==> config.mk <==
export PLATFORM = sky130hd
export DESIGN_NAME = btn_sw_sampler
export DESIGN_NICKNAME = d
export VERILOG_FILES = /design/src/rtl/btn_sw_pkg.sv /design/src/rtl/sync_2ff.sv /design/src/rtl/btn_sw_sampler.sv
export SDC_FILE = /design/constraint.sdc
export NUM_CORES = 1
export LEC_CHECK = 0
export ABC_AREA = 1
export BUFFER_PORTS_ARGS = -buffer_cell sky130_fd_sc_hd__buf_2
export CAP_MARGIN = 25
export CORE_ASPECT_RATIO = 1.1
export CORE_MARGIN = 10
export CORE_UTILIZATION = 35
export DETAILED_ROUTE_END_ITERATION = 8
export HOLD_SLACK_MARGIN = 0.15
export PLACE_DENSITY_LB_ADDON = 0.3
export SYNTH_ARGS = -nofsm -noshare
export SYNTH_HDL_FRONTEND = slang
export SYNTH_SLANG_ARGS = --single-unit
==> constraint.sdc <==
create_clock -name i_clk -period 2.8 [get_ports i_clk]
set_clock_uncertainty 0.1 [all_clocks]
set_input_delay 0.56 -clock i_clk [delete_from_list [all_inputs] [get_ports i_clk]]
set_output_delay 0.56 -clock i_clk [all_outputs]
set_load 0.01 [all_outputs]
==> src/rtl/btn_sw_pkg.sv <==
// Shared types for the button/switch front end: debounce state encoding
// and the switch bus width.
package btn_sw_pkg;

  localparam int SW_W = 4;

  typedef enum logic [1:0] {
    S_LOW  = 2'd0,
    S_RISE = 2'd1,
    S_HIGH = 2'd2,
    S_FALL = 2'd3
  } db_state_t;

endpackage

==> src/rtl/sync_2ff.sv <==
// Two-flop synchronizer for a bundle of independent asynchronous pins.
module sync_2ff #(
  parameter int WIDTH = 1
) (
  input  logic             clk,
  input  logic             reset,
  input  logic [WIDTH-1:0] d,
  output logic [WIDTH-1:0] q
);

  logic [WIDTH-1:0] meta_p0;
  logic [WIDTH-1:0] sync_p1;

  always_ff @(posedge clk) begin
    if (reset) begin
      meta_p0 <= '0;
      sync_p1 <= '0;
    end else begin
      // stage 0 may go metastable; stage 1 gives it a full cycle to settle
      meta_p0 <= d;
      sync_p1 <= meta_p0;
    end
  end

  assign q = sync_p1;

endmodule

==> src/rtl/btn_sw_sampler.sv <==
// Synchronizes and debounces the user button; on each accepted press emits a
// one-cycle select strobe together with a registered snapshot of the switches.
module btn_sw_sampler
  import btn_sw_pkg::*;
#(
  parameter int DEBOUNCE_CYCLES = 250000
) (
  input  logic            i_clk,
  input  logic            i_reset,
  input  logic            i_btn,
  input  logic [SW_W-1:0] i_sw,
  output logic            o_sel,
  output logic [SW_W-1:0] o_a,
  output logic            o_btn_level
);

  localparam int CNT_W = $clog2(DEBOUNCE_CYCLES);
  localparam logic [CNT_W-1:0] CNT_ONE = CNT_W'(1);
  localparam logic [CNT_W-1:0] CNT_MAX = CNT_W'(DEBOUNCE_CYCLES - 1);

  logic [SW_W:0]    sync_q;
  logic             btn_s;
  logic [SW_W-1:0]  sw_s;
  db_state_t        state;
  logic [CNT_W-1:0] cnt;

  sync_2ff #(
    .WIDTH(SW_W + 1)
  ) u_sync (
    .clk  (i_clk),
    .reset(i_reset),
    .d    ({i_btn, i_sw}),
    .q    (sync_q)
  );

  assign btn_s = sync_q[SW_W];
  assign sw_s  = sync_q[SW_W-1:0];

  // cnt holds how many consecutive samples have agreed with the pending level;
  // entering S_RISE/S_FALL already counts the first one.
  always_ff @(posedge i_clk) begin
    if (i_reset) begin
      state       <= S_LOW;
      cnt         <= '0;
      o_sel       <= 1'b0;
      o_a         <= '0;
      o_btn_level <= 1'b0;
    end else begin
      o_sel <= 1'b0;
      case (state)
        S_LOW: begin
          if (btn_s) begin
            state <= S_RISE;
            cnt   <= CNT_ONE;
          end
        end
        S_RISE: begin
          if (!btn_s) begin
            state <= S_LOW;
            cnt   <= '0;
          end else if (cnt == CNT_MAX) begin
            state       <= S_HIGH;
            cnt         <= '0;
            o_sel       <= 1'b1;
            o_a         <= sw_s;
            o_btn_level <= 1'b1;
          end else begin
            cnt <= cnt + 1'b1;
          end
        end
        S_HIGH: begin
          if (!btn_s) begin
            state <= S_FALL;
            cnt   <= CNT_ONE;
          end
        end
        S_FALL: begin
          if (btn_s) begin
            state <= S_HIGH;
            cnt   <= '0;
          end else if (cnt == CNT_MAX) begin
            state       <= S_LOW;
            cnt         <= '0;
            o_btn_level <= 1'b0;
          end else begin
            cnt <= cnt + 1'b1;
          end
        end
        default: begin
          state <= S_LOW;
          cnt   <= '0;
        end
      endcase
    end
  end

endmodule

### Word level (Yosys, flattened, before mapping)

Index checks and enable logic that the tools add are counted.

| word-level totals | value |
|---|---|
| bits of input ports | 7 |
| output and inout bits | 6 |
| logic and storage cells | 48 |
| register bits after elaboration | 36 |

| cells by class | value |
|---|---|
| reductions and logical operators | 7 |
| eq/ne operators | 12 |
| mux-type cells | 19 |
| add/sub/neg operators | 1 |
| bitwise logic cells | 2 |

Operators by type and width:

| cell | count |
|---|---|
| $mux 18 | 5 |
| $pmux 18 s4 | 1 |
| $add 18x1->18 const B | 1 |
| $eq 18x18->1 const B | 1 |
| $mux 2 | 6 |
| $ne 2x2->1 const B | 4 |
| $pmux 2 s4 | 1 |
| $mux 1 | 5 |
| $reduce_and 5->1 | 1 |
| $eq 2x2->1 const B | 2 |
| $ne 2x1->1 const B | 2 |
| $reduce_and 4->1 | 1 |
| $ne 3x2->1 const B | 1 |
| $ne 3x3->1 const B | 1 |
| $reduce_and 3->1 | 1 |
| $reduce_or 3->1 | 1 |
| $eq 2x1->1 const B | 1 |
| $logic_not 2->1 | 1 |
| $not 1->1 | 2 |
| $pmux 1 s2 | 1 |
| $reduce_and 2->1 | 1 |
| $reduce_bool 2->1 | 1 |

### Logic depth before layout (Yosys ltp)

Gate-level depths: netlist (run 1).

| depth | value |
|---|---|
| depth after elaboration | 4 |
| gate-level depth with buffers | 11 |
| mapped depth without buffers | 11 |

### Cells and area by module

From an unflattened synthesis (run 1), not the netlist that was laid out.

| second synthesis, totals | value |
|---|---|
| cells, all modules | 261 |
| area total of the unflattened synthesis | 1784.2 µm² |

Modules (own cells, without submodules):

| module | sequential area each (µm²) | cells an instance | area an instance (µm²) | instances |
|---|---|---|---|---|
| btn_sw_sampler | 520.5 | 230 | 1497.7 | 1 |
| sync_2ff | 200.2 | 31 | 286.5 | 1 |

### Worst setup path before layout (run 1)

OpenSTA, ideal clock, no wires.

| timing path | value |
|---|---|
| kind | reg2reg |
| start | register cnt[0] |
| end | register cnt[5] |
| setup time | 132 ps |
| stages on the path, launching flop included | 11 |
| path buffers | 0 |
| data required time | 2568 ps |
| arrival | 1310 ps |
| clock period less this slack | 1542 ps |
| setup slack | 1258 ps |
| cell sequence | dfxtp_1 ha_1 nand2_2 nor2_4 inv_2 nor2_8 nand2_4 nand2_2 inv_2 nand2_1 a21oi_1 |

| on the way | value |
|---|---|
| word-level cells in the longest chain between the ends | 4 |
| elaborated cells between the ends (all ways) | 6 |
| classes of those cells | 1 x add/sub; 1 x eq/ne; 4 x mux |

Ends and longest elaborated chain:

| what | RTL line | RTL |
|---|---|---|
| start, declared | btn_sw_sampler.sv:25 | `logic [CNT_W-1:0] cnt;` |
| start signal, assigned | btn_sw_sampler.sv:68 | `cnt <= cnt + 1'b1;` |
| start signal, assigned | btn_sw_sampler.sv:86 | `cnt <= cnt + 1'b1;` |
| $add 18x1->18 / $eq 18x18->1 (equally long branches) | n/a |  |
| $mux 18 * | btn_sw_sampler.sv:61, btn_sw_sampler.sv:81 |  |
| $mux 18, on equally long branches | btn_sw_sampler.sv:78, btn_sw_sampler.sv:58 |  |
| $pmux 18 s4 * | btn_sw_sampler.sv:50 | `case (state)` |

Mark *: on every way between the ends. The rest lies on a longest branch, timed or not.
A chain may end at the register's enable or synchronous reset.

### Final worst setup path (run 1)

| timing path | value |
|---|---|
| start | register cnt[0] |
| end | register cnt[16] |

Same word-level chain as after synthesis.

==> impl_results.md, run 1 <==
* Leak pwr at 0.000845 uW
* Crit-path cells: ha_1 -> nand3_1 -> nor2_2 -> nand3_1 -> nor2_1 -> nor2_1 -> nor2_1 -> nand2_1 -> inv_1
* Largest net degree at the start of global routing at 24
* Initial antenna violation count at 0
* Drt initial violations at 103
* Power Density at 467 mW/mm2
* Floorplan row count at 27
* Layout overhead on the synthesized area at 10.5%
* FF+latch count, synth at 36
* Metal3 WL at 205 um
* Setup TNS at 0 ns
* Top cells by area, synth: dfxtp_1 (40%), nand2_1 (12%), inv_1 (7.7%)
* Seq/Total Area, Yosys at 0.401
* Detailed placement HPWL at 2660 um
* Die Ht at 95.2 um
* Yosys top cell by area: dfxtp_1
* Fmax at 581 MHz
* EDFF count, synth at 0
* Dpl cell area at 0.00189 mm2
* # hold bufs at CTS at 0
* Seq pwr share at 0.565
* Maximum VDD drop at 0.000395 V
* Post-route cell area at 0.00199 mm2
* Die extent in x at 88.3 um
* Synth cell types at 31
* Sw frac at 0.239
* Int Pwr at 706 uW
* Commonest register cell after synthesis: dfxtp_1
* Vias at 1576
* Die area at 0.00841 mm2
* Top cell type's share of synthesized area at 0.401
* Met2 WL at 1730 um
* Gr usage total at 0.0994
* Clock Latency Late Sink at 0.29 ns
* Max-slew violations at 0
* Worst Path Buf+Inv at 1
* CTS resizes at 0
* Avg WL per Cell at 11.2 um
* First-pass GRT wire length at 6800 um
* Worst-path maximum fanout at 7
* Clock network power share at 0.400
* Number of global-route vias before repair at 1532
* Async SR Flop Fraction at 0
* NetSw at 221 uW
* Arr. time, crit path at 1.86 ns
* Mapped Avg Cell Area at 6.97 um2
* Reg-to-reg startpoint: cnt[0]
* Initial Util at 0.360
* Worst-path cell with the longest stage delay: dfxtp_1
* N_diodes at 0
* DRC at 0
* Type of origin of the critical path: flop
* I/O pin cnt at 13
* Routed WL at 3700 um
* Gr ovfl total at 0
* Hold WC Path Type: flop to flop
* Final setup viols at 0
* Routed Antenna Nets at 0
* Hold Path Origin: u_sync.meta_p0[4]
* Highest Signal Layer: met4
* Total power at 927 uW
* Final hold slack at 0.304 ns
* RSZ-0062 raised after global routing: no
* Synthesized cell area at 0.00180 mm2
* Vias/cell at 4.78
* CP most frequent cell: nor2_1
* CTS tree: built
* Final Critical Period at 1.72 ns
* Slew HR at 0.690
* Gate power share at 0.036
* Worst Max-Slew Pin Slew at 0.465 ns
* Worst path max stage delay at 0.40 ns
* Top cells by count, synth: nand2_1 (58), inv_1 (37), dfxtp_1 (36), nor2_1 (33), a21oi_1 (15)
* Deepest clock path buffer count at 2
* Layout cells sized above 1 at 0.162
* Met1 wire length at 1730 um
* Clk slew on worst S/H paths at 0.08 ns
* Count leader, synth: nand2_1
* Required @ worst endpoint at 2.94 ns
* MaxCap Viol Count at 0
* Root Driver: clkbuf_8
* Outcome: complete, no violations
* Synth Net Count at 266
* PortBufs at 12
* YS warnings at 0
* H-tree depth at 2
* CTS buffer count at 5
* TritonRoute pass-1 iters at 5
* Critical setup path kind: flop to flop
* Final Hold Viols at 0
* Postcts setup bufs at 0
* Tcrit/Tclk final at 0.614
* Placer's final routability congestion estimate at 0.761
* Worst setup path start: cnt[0]
* Cells after Synth at 258
* Core box area at 0.00500 mm2
* Crit end category: flop
* Final nets at 279
* Top delay family on crit path: simple AND/OR/NAND/NOR gates
* Clk sink count at 36
## power groups by stage
stage,clock network [uW],registers (uW),logic (uW)
3_3_place_gp,0,535,33.9
6_report,371,523,32.9
3_5_place_dp,0,536,33.4
2_1_floorplan,0,535,22.8
5_1_grt,405,524,37.8
4_1_cts,389,523,33.5
## logic make-up (layout without fill, tap and decap cells)
| group | count (synthesis) | in the layout | share of synthesized area |
|---|---|---|---|
| fa+ha+maj | 1 | 1 | 0.00696 |
| buf+inv | 49 | 63 | 0.113 |
| xor+xnor | 2 | 2 | 0.00974 |
| simple gates | 139 | 139 | 0.377 |
| flops | 36 | 36 | 0.401 |
| compound gates | 31 | 31 | 0.0926 |
## registers in the layout, summed over array words and instances, names as in the netlist, named ones only
signal	flops
cnt	18
o_a	4
o_btn_level	1
o_sel	1
state	1
u_sync.meta_p0	5
u_sync.q	5
## final timing paths
check | to | slack, ns | depth (start not counted)
setup / recovery | cnt[16] | 1.08 | 9
hold / removal | u_sync.q[4] | 0.30 | 2
setup reg to reg | cnt[16] | 1.08 | 9
hold reg to reg | u_sync.q[4] | 0.30 | 2
## layer usage
| metal | global-route usage | vias up |
|---|---|---|
| met5 | 0 | - |
| met4 | 0.0323 | 0 |
| met3 | 0.0341 | 4 |
| met2 | 0.168 | 37 |
| met1 | 0.115 | 696 |
| li1 | - | 839 |
## cell usage in the layout, fill, tap and decap left out, drive strengths merged
cell | Yosys | layout
nand2 | 63 | 63
nor2 | 43 | 43
a21oi | 15 | 15
o211ai | 2 | 2
buf | 4 | 13
clkbuf | 3 | 5
o21bai | 1 | 1
nand3 | 16 | 16
o22ai | 1 | 1
dfxtp | 36 | 36
nand4 | 13 | 13
inv | 41 | 41
xnor2 | 1 | 1
o31ai | 1 | 1
nor3 | 3 | 3
ha | 1 | 1
clkinv | 1 | 2
xor2 | 1 | 1
o21ai | 11 | 11
clkinvlp | 0 | 2
nand3b | 1 | 1
## metrics by stage
step | instances | util | setup WS, ns
after CTS | 330 | 0.397 | 1.06
after global placement | 322 | 0.379 | 1.13
final | 330 | 0.397 | 1.08
after detailed placement | 322 | 0.379 | 1.08
after global routing | 330 | 0.397 | 0.811
after floorplan | 258 | - | 1.26
## worst min-delay path, stage by stage, from the launching register on
cell and delay [ns]:
dfxtp_1 0.30, inv_1 0.04, nor2_1 0.03
## final cells by class
class                      instances  area (um2)
fill                             533        3010
timing repair buffer              13        67.6
tap                               58        72.6
multi-input combinational        173         875
inverter                          42         159
sequential                        36         721
clock buffer                       5        68.8
clock inverter                     3        23.8
Power figures use the tool's default switching activity.
==> run 2, diff against run 1 <==
==> constraint.sdc (replaced) <==
create_clock -name i_clk -period 1.7 [get_ports i_clk]
set_clock_uncertainty 0.1 [all_clocks]
set_input_delay 0.34 -clock i_clk [delete_from_list [all_inputs] [get_ports i_clk]]
set_output_delay 0.34 -clock i_clk [all_outputs]
set_load 0.01 [all_outputs]
==> impl_results.md, run 2 (synthesis results as in run 1) <==
* Die area at 0.00841 mm2 (unchanged)
* Worst Max-Slew Pin Slew at 0.452 ns (-0.0133 ns)
* Crit end category: flop
* Final nets at 291 (+4.3%)
* Core box area at 0.00500 mm2 (unchanged)
* MaxCap Viol Count at 0 (unchanged)
* Outcome: complete, no violations
* PortBufs at 12 (unchanged)
* Setup ws final at 0.103 ns (-0.977 ns)
* Largest net degree at the start of global routing at 24 (unchanged)
* Maximum VDD drop at 0.000472 V (+20%)
* Max-slew violations at 0 (unchanged)
* Slew HR at 0.699 (+0.00891)
* Routed Antenna Nets at 0 (unchanged)
* Required @ worst endpoint at 1.77 ns (-1.17 ns)
* Detailed placement HPWL at 2800 um (+5.0%)
* Initial antenna violation count at 0 (unchanged)
* Critical setup path kind: flop to flop
* N_diodes at 0 (unchanged)
* Clk sink count at 36 (unchanged)
* Power Density at 735 mW/mm2 (+58%)
* First-pass GRT wire length at 6890 um (+1.4%)
* Avg WL per Cell at 11.4 um (+2.1%)
* Tcrit/Tclk final at 0.940 (+0.325)
* Vias/cell at 4.82 (+0.96%)
* Root Driver: clkbuf_8
* Gr ovfl total at 0 (unchanged)
* Clk slew on worst S/H paths at 0.07 ns (about the same)
* Most flops, register: cnt
* Deepest clock path buffer count at 2 (unchanged)
* Clock Latency Late Sink at 0.30 ns (about the same)
* Postcts setup bufs at 0 (unchanged)
* Commonest cells after routing, fill and taps aside: nand2_1 (58), inv_1 (37), dfxtp_1 (34)
* H-tree depth at 2 (unchanged)
* Setup TNS at 0 ns (unchanged)
* Worst-path maximum fanout at 10 (+3)
* Post-Place Worst Slack at -0.00268 ns (-1.08 ns)
* Die extent in x at 88.3 um (unchanged)
* Total power at 1560 uW (+68%)
* Hold WC Path Type: flop to flop
* Fmax at 626 MHz (+7.7%)
* Drt initial violations at 88 (-15%)
* Layout overhead on the synthesized area at 17.9%
* TritonRoute pass-1 iters at 4 (-1)
* Final Hold Viols at 0 (unchanged)
* Hold path cells at 2 (unchanged)
* CTS tree: built
* Die Ht at 95.2 um (unchanged)
* RSZ-0062 raised after global routing: no
* Routed WL at 3910 um (+5.8%)
* Final core area utilization at 0.424 (+0.0265)
* Number of global-route vias before repair at 1627 (+6.2%)
* Floorplan row count at 27 (unchanged)
* Reg2reg path depth at 10 (+1)
* Max reg flops at 18 (unchanged)
* Final Critical Period at 1.60 ns (-0.123 ns)
* DRC at 0 (unchanged)
* Gr usage total at 0.103 (+0.00352)
* Final hold slack at 0.303 ns (-0.000822 ns)
* Layout cells sized above 1 at 0.194 (+0.0319)
* Arr. time, crit path at 1.67 ns (-0.19 ns)
* Most common cell after layout, fill and taps aside: nand2_1
* Placer's final routability congestion estimate at 0.790 (+3.8%)
* Vias at 1649 (+4.6%)
* Leak pwr at 0.000902 uW (+6.7%)
* Initial Util at 0.360 (unchanged)
* CTS buffer count at 5 (unchanged)
* I/O pin cnt at 13 (unchanged)
* Type of origin of the critical path: flop
* Final setup viols at 0 (unchanged)
-- run 2: cell count changes in the layout (fill, tap and decap cells not counted), sizes merged --
cell,before,now
dlygate4sd3,0,5
buf,13,20
-- run 2: area by class of cell --
cell class,count,area (um2)
tap,58,72.6
sequential,36,723
clock buffer,5,68.8
fill,523,2880
inverter,42,159
clock inverter,3,23.8
multi-input combinational,173,902
timing repair buffer,25,170
-- run 2: final timing paths --
| kind | from | endpoint | slack (ns) |
|---|---|---|---|
| hold / removal | u_sync.meta_p0[4] | u_sync.q[4] | 0.30 |
| hold reg to reg | u_sync.meta_p0[4] | u_sync.q[4] | 0.30 |
| setup reg to reg | cnt[0] | cnt[1] | 0.10 |
| setup / recovery | cnt[0] | cnt[1] | 0.10 |
-- run 2: worst max-delay path, stage by stage, from the launching register on --
cell	delay, ns
dfxtp_1	0.39
ha_4	0.17
nand2_2	0.06
nor2_4	0.12
inv_2	0.07
nor2_8	0.14
nand2_4	0.12
nand2_4	0.10
inv_2	0.07
nand2_1	0.06
a21oi_1	0.06
-- run 2: through the flow --
step / std cells / area [um2]
floorplan: 258 / 1800
global placement: 329 / 1950
detailed placement: 329 / 1950
CTS: 342 / 2090
global route: 342 / 2120
finish: 342 / 2120
-- run 2: routing by layer --
layer,vias up,GRT usage,share of wire
met5,-,0,0
met1,731,0.113,0.47
met4,0,0.0566,0.028
met3,14,0.0358,0.059
li1,867,-,-
met2,37,0.170,0.44
-- run 2: what timing repair did --
| item | 4_1_cts | 5_1_grt |
|---|---|---|
| hold buffers | 5 | 0 |
| endpoints found under the hold margin | 5 | 0 |
| gates resized for setup | 2 | 5 |
| endpoints found under the setup margin | 6 | 14 |
-- run 2: power by group --
part	leakage (uW)	switching (uW)	internal [uW]
sequential	0.000293	6.44	855
clock	0.0000404	337	290
combinational	0.000568	39.9	30.1
